$ cat src/rtl/infernet_net_pkg.sv
// Shared Ethernet/IPv4 constants and parser state type.
// Imported by both the RX parser and the TX packetiser.
package infernet_net_pkg;

    localparam int ETH_HDR_SIZE_BYTES = 14;
    localparam int IP_HDR_SIZE_BYTES  = 20;
    localparam int RX_CNT_WIDTH       = 8;

    localparam logic [15:0] ETH_TYPE_IPV4  = 16'h0800;
    localparam logic [7:0]  IP_VERSION_IHL = 8'h45;
    localparam logic [47:0] BROADCAST_MAC  = 48'hffff_ffff_ffff;

    typedef enum logic [2:0] {
        RX_ETH_HDR,
        RX_IP_HDR,
        RX_PAYLOAD,
        DRAIN,
        HOLD
    } rx_state_e;

    // Addresses are little-endian: wire byte i lives in bits [8i+7:8i].
    function automatic logic [7:0] addr_byte(input logic [47:0] addr,
                                             input logic [2:0]  idx);
        return addr[{idx, 3'b000} +: 8];
    endfunction

endpackage

$ cat src/rtl/counter_sync_reset.sv
// Saturating up-counter with synchronous clear and enable.
// Saturation keeps long frames from wrapping back into capture windows.
module counter_sync_reset #(
    parameter int WIDTH = 8
) (
    input  logic             clk,
    input  logic             rst_n,
    input  logic             clear,
    input  logic             en,
    output logic [WIDTH-1:0] count
);

    logic [WIDTH-1:0] count_q;
    logic [WIDTH-1:0] count_d;

    always_comb begin
        count_d = count_q;
        if (clear) begin
            count_d = '0;
        end else if (en && !(&count_q)) begin
            count_d = count_q + WIDTH'(1);
        end
    end

    always_ff @(posedge clk or negedge rst_n) begin
        if (!rst_n) begin
            count_q <= '0;
        end else begin
            count_q <= count_d;
        end
    end

    assign count = count_q;

endmodule

$ cat src/rtl/ip_packet_rx.sv
// Ethernet/IPv4 receive parser: filters frames for this accelerator and
// extracts sender addresses plus the leading payload bytes.
module ip_packet_rx
    import infernet_net_pkg::*;
#(
    parameter int PAYLOAD_BYTES    = 2,
    parameter int ACCEPT_BROADCAST = 1,
    parameter int DROP_CNT_WIDTH   = 16
) (
    input  logic                        ACLK,
    input  logic                        ARESET,
    input  logic [31:0]                 ACCELERATOR_IP_ADDRESS,
    input  logic [47:0]                 ACCELERATOR_MAC_ADDRESS,
    input  logic [7:0]                  MAC_DATA_IN,
    input  logic                        MAC_DATA_VALID,
    input  logic                        MAC_DATA_LAST,
    input  logic                        MAC_DATA_TUSER,
    output logic                        MAC_DATA_READY,
    output logic [47:0]                 SENDER_MAC_ADDRESS,
    output logic [31:0]                 SENDER_IP_ADDRESS,
    output logic [8*PAYLOAD_BYTES-1:0]  PAYLOAD_DATA,
    output logic                        PAYLOAD_VALID,
    input  logic                        PAYLOAD_READY,
    output logic [DROP_CNT_WIDTH-1:0]   DROP_COUNT
);

    rx_state_e state_q, state_d, hdr_next;

    logic [RX_CNT_WIDTH-1:0]     cnt_q;
    logic [47:0]                 smac_q, smac_d;
    logic [31:0]                 sip_q, sip_d;
    logic [8*PAYLOAD_BYTES-1:0]  pay_q, pay_d;
    logic [DROP_CNT_WIDTH-1:0]   drop_q, drop_d;
    logic                        dm_own_q, dm_own_d;
    logic                        dm_bc_q, dm_bc_d;

    logic beat, bad, done, full, accept, own_hit, bc_hit;

    assign MAC_DATA_READY = (state_q != HOLD);
    assign beat           = MAC_DATA_VALID & MAC_DATA_READY;

    counter_sync_reset #(
        .WIDTH (RX_CNT_WIDTH)
    ) u_byte_cnt (
        .clk   (ACLK),
        .rst_n (ARESET),
        .clear (state_d != state_q),
        .en    (beat),
        .count (cnt_q)
    );

    always_comb begin
        state_d  = state_q;
        hdr_next = RX_ETH_HDR;
        smac_d   = smac_q;
        sip_d    = sip_q;
        pay_d    = pay_q;
        drop_d   = drop_q;
        dm_own_d = dm_own_q;
        dm_bc_d  = dm_bc_q;
        bad      = 1'b0;
        done     = 1'b0;
        own_hit  = 1'b0;
        bc_hit   = 1'b0;
        full     = cnt_q >= RX_CNT_WIDTH'(PAYLOAD_BYTES - 1);
        accept   = full & ~MAC_DATA_TUSER;

        if (beat) begin
            unique case (state_q)
                RX_ETH_HDR: begin
                    hdr_next = RX_IP_HDR;
                    if (cnt_q < 8'd6) begin
                        // Dest must be entirely own MAC or entirely broadcast.
                        own_hit = (cnt_q == 8'd0 || dm_own_q) &&
                            MAC_DATA_IN == addr_byte(ACCELERATOR_MAC_ADDRESS, cnt_q[2:0]);
                        bc_hit = (ACCEPT_BROADCAST != 0) &&
                            (cnt_q == 8'd0 || dm_bc_q) &&
                            MAC_DATA_IN == addr_byte(BROADCAST_MAC, cnt_q[2:0]);
                        dm_own_d = own_hit;
                        dm_bc_d  = bc_hit;
                        bad      = !(own_hit || bc_hit);
                    end else if (cnt_q < 8'd12) begin
                        for (int i = 0; i < 6; i++) begin
                            if (cnt_q == 8'(6 + i)) smac_d[i*8 +: 8] = MAC_DATA_IN;
                        end
                    end else if (cnt_q == 8'd12) begin
                        bad = MAC_DATA_IN != ETH_TYPE_IPV4[15:8];
                    end else begin
                        bad  = MAC_DATA_IN != ETH_TYPE_IPV4[7:0];
                        done = 1'b1;
                    end
                end
                RX_IP_HDR: begin
                    hdr_next = RX_PAYLOAD;
                    if (cnt_q == 8'd0) bad = MAC_DATA_IN != IP_VERSION_IHL;
                    for (int i = 0; i < 4; i++) begin
                        if (cnt_q == 8'(12 + i)) sip_d[i*8 +: 8] = MAC_DATA_IN;
                    end
                    // Bytes 16..19 map onto address bytes 0..3 via cnt[2:0].
                    if (cnt_q >= 8'd16) begin
                        bad = MAC_DATA_IN !=
                            addr_byte({16'h0, ACCELERATOR_IP_ADDRESS}, cnt_q[2:0]);
                    end
                    done = cnt_q == 8'(IP_HDR_SIZE_BYTES - 1);
                end
                RX_PAYLOAD: begin
                    for (int i = 0; i < PAYLOAD_BYTES; i++) begin
                        if (cnt_q == 8'(i)) begin
                            pay_d[(PAYLOAD_BYTES-1-i)*8 +: 8] = MAC_DATA_IN;
                        end
                    end
                end
                default: ;
            endcase

            if (state_q == RX_PAYLOAD && MAC_DATA_LAST && accept) begin
                state_d = HOLD;
            end else if (MAC_DATA_LAST) begin
                state_d = RX_ETH_HDR;
                drop_d  = (&drop_q) ? drop_q : drop_q + DROP_CNT_WIDTH'(1);
            end else if (bad) begin
                state_d = DRAIN;
            end else if (done) begin
                state_d = hdr_next;
            end
        end else if (state_q == HOLD && PAYLOAD_READY) begin
            state_d = RX_ETH_HDR;
        end
    end

    always_ff @(posedge ACLK or negedge ARESET) begin
        if (!ARESET) begin
            state_q  <= RX_ETH_HDR;
            smac_q   <= '0;
            sip_q    <= '0;
            pay_q    <= '0;
            drop_q   <= '0;
            dm_own_q <= 1'b0;
            dm_bc_q  <= 1'b0;
        end else begin
            state_q  <= state_d;
            smac_q   <= smac_d;
            sip_q    <= sip_d;
            pay_q    <= pay_d;
            drop_q   <= drop_d;
            dm_own_q <= dm_own_d;
            dm_bc_q  <= dm_bc_d;
        end
    end

    assign SENDER_MAC_ADDRESS = smac_q;
    assign SENDER_IP_ADDRESS  = sip_q;
    assign PAYLOAD_DATA       = pay_q;
    assign PAYLOAD_VALID      = (state_q == HOLD);
    assign DROP_COUNT         = drop_q;

endmodule

$ cat config.mk
export PLATFORM = sky130hd
export DESIGN_NAME = ip_packet_rx
export DESIGN_NICKNAME = d
export VERILOG_FILES = /design/src/rtl/infernet_net_pkg.sv /design/src/rtl/counter_sync_reset.sv /design/src/rtl/ip_packet_rx.sv
export SDC_FILE = /design/constraint.sdc
export NUM_CORES = 1
export LEC_CHECK = 0
export BUFFER_PORTS_ARGS = -buffer_cell sky130_fd_sc_hd__buf_2
export CAP_MARGIN = 10
export CORE_MARGIN = 3
export CORE_UTILIZATION = 50
export CTS_BUF_LIST = sky130_fd_sc_hd__clkbuf_8 sky130_fd_sc_hd__clkbuf_16
export DETAILED_ROUTE_END_ITERATION = 10
export PLACE_DENSITY_LB_ADDON = 0.08
export SYNTH_ARGS = -nofsm -noshare
export SYNTH_HDL_FRONTEND = slang
export SYNTH_SLANG_ARGS = --single-unit
$ cat constraint.sdc
create_clock -name ACLK -period 6.31 [get_ports ACLK]
set_input_delay 0.9465 -clock ACLK [delete_from_list [all_inputs] [get_ports ACLK]]
set_output_delay 0.9465 -clock ACLK [all_outputs]
set_load 0.1 [all_outputs]
# Yosys cells after proc, flatten, opt, wreduce, memory -nomap -nowiden
# Cells that the tools add are included.
# totals
word_cells	106
reg_bits	125
input_bits	94
output_inout_bits	114
# op_classes
eq_ne	22
order_cmp	4
mux	21
n_addsub	2
shift	3
n_bitwise	6
reduce_logical	31
# op_table
operator	n
variable part select 48 x 7 -> 8 bit	2
== test 8 x 4 -> 1 bit (second input constant)	8
variable part select 48 x 7 -> 8 bit (first input constant)	1
AND reduction 5 bit	6
AND reduction 3 bit	7
2-to-1 mux 3 bit	6
adder 16 x 1 -> 16 bit (second input constant)	1
== test 8 x 3 -> 1 bit (second input constant)	2
== test 8 bit	2
2-to-1 mux 8 bit	2
AND reduction 16 bit	1
2-to-1 mux 1 bit	10
adder 8 x 1 -> 8 bit (second input constant)	1
== test 8 x 1 -> 1 bit (second input constant)	1
== test 8 x 5 -> 1 bit (second input constant)	1
>= comparator 8 x 1 -> 1 bit (second input constant)	1
>= comparator 8 x 5 -> 1 bit (second input constant)	1
zero test 8 bit	1
< comparator 8 x 3 -> 1 bit (second input constant)	1
< comparator 8 x 4 -> 1 bit (second input constant)	1
!= test 8 x 4 -> 1 bit (second input constant)	1
!= test 8 x 7 -> 1 bit (second input constant)	1
!= test 8 bit	1
AND reduction 8 bit	1
16 further kinds	29

# Longest topological paths before layout
# depth
ltp_word	14
ltp_mapped	13
depth_no_buf	10

# Hierarchy
# A second synthesis with hierarchy kept.
# hier_totals
hier_cells	574
area_unflattened_um2	6338.6
# modules_own_cells
module	area_per_inst_um2	instances	seq_area_each_um2	cells_per_inst
ip_packet_rx	5833.1	1	2927.8	527
counter_sync_reset	505.5	1	200.2	47

# Worst setup path before layout
# Ideal clock, no wire load.
# synth_timing
kind	reg2reg
from	register u_byte_cnt.count_q[1] (netlist: u_byte_cnt.count[1])
to	register drop_q[14] (netlist: DROP_COUNT[14])
setup_time_ns	0.158
setup_slack_ns	3.131
path_buffers	3
period_less_slack_ns	3.179
path_stages_with_launch	14
arrival_time_ns	3.021
required_ns	6.152
cell_sequence	dfrtp_1 > buf_2 > buf_2 > clkbuf_1 > inv_1 > ha_1 > or3b_2 > o311ai_2 > nand4_1 > a31oi_2 > and2_1 > nand2_1 > or3_1 > xnor2_1
# synth_between
elab_chain_len	5
# synth_rtl
element	line_no	rtl
from (decl)	counter_sync_reset.sv:13	logic [WIDTH-1:0] count_q;
from (signal assigned)	counter_sync_reset.sv:29	count_q <= count_d;
>= comparator 8 x 1 -> 1 bit	ip_packet_rx.sv:65	full = cnt_q >= RX_CNT_WIDTH'(PAYLOAD_BYTES - 1);
bitwise AND 1 bit	ip_packet_rx.sv:66	accept = full & ~MAC_DATA_TUSER;
logical AND 1 bit	ip_packet_rx.sv:116	if (state_q == RX_PAYLOAD && MAC_DATA_LAST && accept) begin
NOT 1 bit (no line)	--	
AND reduction 4 bit (no line)	--	
to (signal assigned)	ip_packet_rx.sv:145	drop_q <= drop_d;
to (decl)	ip_packet_rx.sv:33	logic [DROP_CNT_WIDTH-1:0] drop_q, drop_d;
# No other way between the ends.
# A chain may end at the register's enable or synchronous reset.

# Final worst setup path
# layout_timing
from	register u_byte_cnt.count_q[0] (netlist: u_byte_cnt.count[0])
to	register u_byte_cnt.count_q[0] (netlist: u_byte_cnt.count[0])
# layout_between
elab_chain_len	14
elab_cells_between_ends	46
classes_between	add/sub: 1; order compare: 4; eq/ne: 6; shift: 3; mux: 19; bitwise: 1; reduce/logical: 12
# layout_rtl
element	line_no	rtl
variable part select 48 x 7 -> 8 bit or zero test 8 bit (tied branches)	--	
== test 8 bit, or another cell as far along	ip_packet_rx.sv:75	MAC_DATA_IN == addr_byte(ACCELERATOR_MAC_ADDRESS, cnt_q[2:0]);
logical AND 1 bit (on tied branches)	ip_packet_rx.sv:74, ip_packet_rx.sv:77	
logical OR 1 bit	ip_packet_rx.sv:81	bad = !(own_hit || bc_hit);
zero test 1 bit	ip_packet_rx.sv:81	
2-to-1 mux 1 bit	ip_packet_rx.sv:72	if (cnt_q < 8'd6) begin
one-hot mux 1 bit (2 select lines)	ip_packet_rx.sv:69	unique case (state_q)
2-to-1 mux 1 bit	ip_packet_rx.sv:68	if (beat) begin
2-to-1 mux 3 bit	ip_packet_rx.sv:121	end else if (bad) begin
2-to-1 mux 3 bit	ip_packet_rx.sv:118	end else if (MAC_DATA_LAST) begin
2-to-1 mux 3 bit	ip_packet_rx.sv:116	
2-to-1 mux 3 bit	ip_packet_rx.sv:68	
!= test 3 bit	ip_packet_rx.sv:47	.clear (state_d != state_q),
2-to-1 mux 8 bit or nonzero test 2 bit (tied branches)	--	
# Several ways; a longest one is shown, not always the timed one. The select of a mux whose other input is x is not followed.

==> results.txt <==
Status: finished, final reports clean
Die height: 119 um
Setup Buffers After CTS: 0
Switching share of total power: 45.1%
Initial Util: 51.9%
DP Worst Slack: 2.64 ns
Vias in the first global route: 5,274
H-tree levels: 4
Clock network power share: 29.6%
Final Skew: 0.00713 ns
Hold Fails Final Rpt: 0
Row count: 40
Nets: 824
P&R area growth vs syn: 28.5%
Sw Pwr: 1.76 mW
Crit path top cell by count: nor2_1
Dpl hpwl: 12,900 um
Largest net degree at the start of global routing: 88
Gpl congestion: 0.866
Crit share post-route: 58.3%
Top fanout value on the critical path: 37
Hold-fix buffers, CTS: 0
Number of clock sinks: 125
EDFF count, synth: 0
Final Max Tran Viols: 0
Max incr delay on CP: 0.96 ns
Die W: 119 um
DRC viols: 0
Drt total wl: 18,000 um
Tightest Pin Transition: 1.11 ns
Crit path kind: flip-flop to flip-flop
Wire per inst: 19.9 um
CORE AREA: 12,200 um^2
Gates resized, CTS repair: 0
Worst-Skew Late Latency: 0.41 ns
Slowest stage cell, crit path: dfrtp_2
Worst slew margin: 25.3%
Post-synthesis cell count: 531
Final setup viols: 0
PortBufs: 207
Clock root buffer: clkbuf_16
Startpoint types: flip-flop
1st-pass router iterations: 5
Final std cells w/o fill: 906
RSZ-0062 raised after global routing: false
Data required, critical path: 6.54 ns
Post-synthesis sequential area ratio: 49.3%
Setup_tns: 0 ns
Worst min path class: flip-flop to flip-flop
Peak Freq: 272 MHz
Max-cap viol count: 0
Combinational share of power: 42.5%
GRT overflow: 0
Top FF cell, synth: dfrtp_1
Setup WS post-layout: 2.63 ns
Post-DRT Antenna Nets: 0
ANT cells: 0
CTS tree: built
Min Tclk post-route: 3.68 ns
Register bit total from synthesis: 125
Worst r2r src: u_byte_cnt.count[0]
Critical path buffers and inverters: 0
Clk buf depth: 2
Die area: 14,100 um^2
CP top delay family: compound AO/OA/AOI/OAI gates
Layout cells sized above 1: 47.2%
Distinct cells, synth: 53
Flop pwr share: 27.9%
Post-synth net total: 630
Crit end category: flip-flop
Number of DRC markers in iteration 0: 237
Synth Cell Area: 6340 um^2
Worst-path clk slew: 0.06 ns
Avg Cell Area, Syn: 11.9 um^2
Critical Path AT: 3.91 ns
Fill count: 976
Register Area: 3130 um^2
Area of the multi-input gates: 3020 um^2
Synth async-reset ratio: 100%
Max VDD drop: 0.378 mV
Internal: 2.13 mW
Wire length of the first global-routing pass: 28,500 um
CP cell instances: mux4_1 -> nor2_1 -> nor2_1 -> o311ai_0 -> a31oi_1 -> a21o_1 -> a211oi_2 -> nor4_1
CP startpoint: u_byte_cnt.count[0]
Lkg Pwr: 4.17 nW
Hold path start: SENDER_MAC_ADDRESS[10]
Dpl cells: 874
Ys Warns: 0
Via density: 5.56
Initial antenna violation count: 0
CTS Buf Count: 17
Ports: 208
Vias: 5,037
GRT Util Overall: 25.9%
Pwr Density: 477 nW/um^2
cell usage after synthesis (all sizes together), types with 4 or more instances:
cell    count  share of area (%)
dfrtp     125                 49
mux2       89                 16
nand2      45                2.7
clkbuf     24                1.4
o21ai      24                1.9
nor2       22                1.3
xnor2      20                2.8
mux4       14                5.4
nor4       13                1.4
mux2i      12                1.9
nand3      12               0.95
nor3       11               0.87
buf        10                1.1
nand4       9               0.89
xor2        9                1.2
inv         8               0.47
and2        6               0.59
ha          5               0.99
a21o        4               0.47
a21oi       4               0.32
a22oi       4               0.47
a31oi       4               0.49
and3        4               0.39
nand3b      4               0.47
nor3b       4               0.47
o31ai       4               0.47
or3         4               0.39
sequential cells by signal (all words and copies together) (netlist names):
| name | count |
|---|---|
| SENDER_MAC_ADDRESS | 48 |
| SENDER_IP_ADDRESS | 32 |
| DROP_COUNT | 16 |
| PAYLOAD_DATA | 16 |
| u_byte_cnt.count | 8 |
| state_q | 3 |
| dm_bc_q | 1 |
| dm_own_q | 1 |
power by group through the flow:
stage | Combinational [mW] | Sequential, mW | Clock [mW]
final | 1.65 | 1.09 | 1.15
after global routing | 1.73 | 1.11 | 1.20
after CTS | 1.66 | 1.09 | 1.16
after detailed placement | 1.65 | 1.10 | 0
after global placement | 1.63 | 1.09 | 0
after floorplan | 0.615 | 1.81 | 0
area by class of cell:
| class | instances | area share [%] |
|---|---|---|
| clock buffers | 18 | 5.39 |
| repair buffers | 209 | 12.9 |
| inverters | 8 | 0.368 |
| multi-input cells | 364 | 37.1 |
| flip-flops and latches | 125 | 38.4 |
| clock inverters | 14 | 3.24 |
| well taps | 168 | 2.58 |
worst register-to-register path, stage by stage (launching register included):
cell      delay (ns)
dfrtp_2         0.96
mux4_1          0.74
nor2_1          0.13
nor2_1          0.04
o311ai_0        0.53
a31oi_1         0.23
a21o_1          0.22
a211oi_2        0.51
nor4_1          0.14
logic make-up (layout without fill, tap and decap cells):
| kind of cell | Yosys count | count (layout) | synth area share (%) |
|---|---|---|---|
| xor gates and xnor gates | 29 | 29 | 4.00 |
| AOI/OAI and AO/OA | 59 | 59 | 6.39 |
| muxes | 115 | 115 | 23.1 |
| DFF | 125 | 125 | 49.3 |
| and+or+nand+nor | 156 | 156 | 13.2 |
| buffers and inverters | 42 | 249 | 3.00 |
| adders and majority gates | 5 | 5 | 0.986 |
worst paths after layout:
path | to | slack (ns) | cells after the start
max in group asynchronous | SENDER_MAC_ADDRESS[10] | 4.35 | 2
min in group asynchronous | state_q[2] | 0.51 | 1
max reg2reg | u_byte_cnt.count[0] | 2.63 | 8
max | u_byte_cnt.count[0] | 2.63 | 8
min | SENDER_MAC_ADDRESS[10] | 0.48 | 2
min reg2reg | SENDER_MAC_ADDRESS[10] | 0.48 | 2
placed cells by master (no fill, tap or decap), types with 17 or more instances in the layout:
master	Yosys	final
dfrtp_1	125	124
o21ai_0	24	24
clkbuf_16	0	17
nand2_1	45	45
buf_2	7	206
mux2_2	89	89
nor2_1	22	22
xnor2_1	20	20
metrics by stage:
stage / area (um^2) / utilization, % / total power [mW] / hold slack (ns)
6_report: 8150 / 66.7 / 3.89 / 0.478
5_1_grt: 8150 / 66.7 / 4.03 / 0.507
4_1_cts: 8150 / 66.7 / 3.90 / 0.478
3_5_place_dp: 7450 / 61.0 / 2.74 / 0.466
3_3_place_gp: 7450 / 61.0 / 2.71 / 0.460
2_1_floorplan: 6340 / - / 2.43 / 0.451
per-layer routing:
metal	GRT usage [%]	part of all wire, %
met2	44.9	50
met3	9.43	8.6
met1	30.2	40
met5	0	0
met4	6.95	1.8
(Power assumes the default switching activity.)
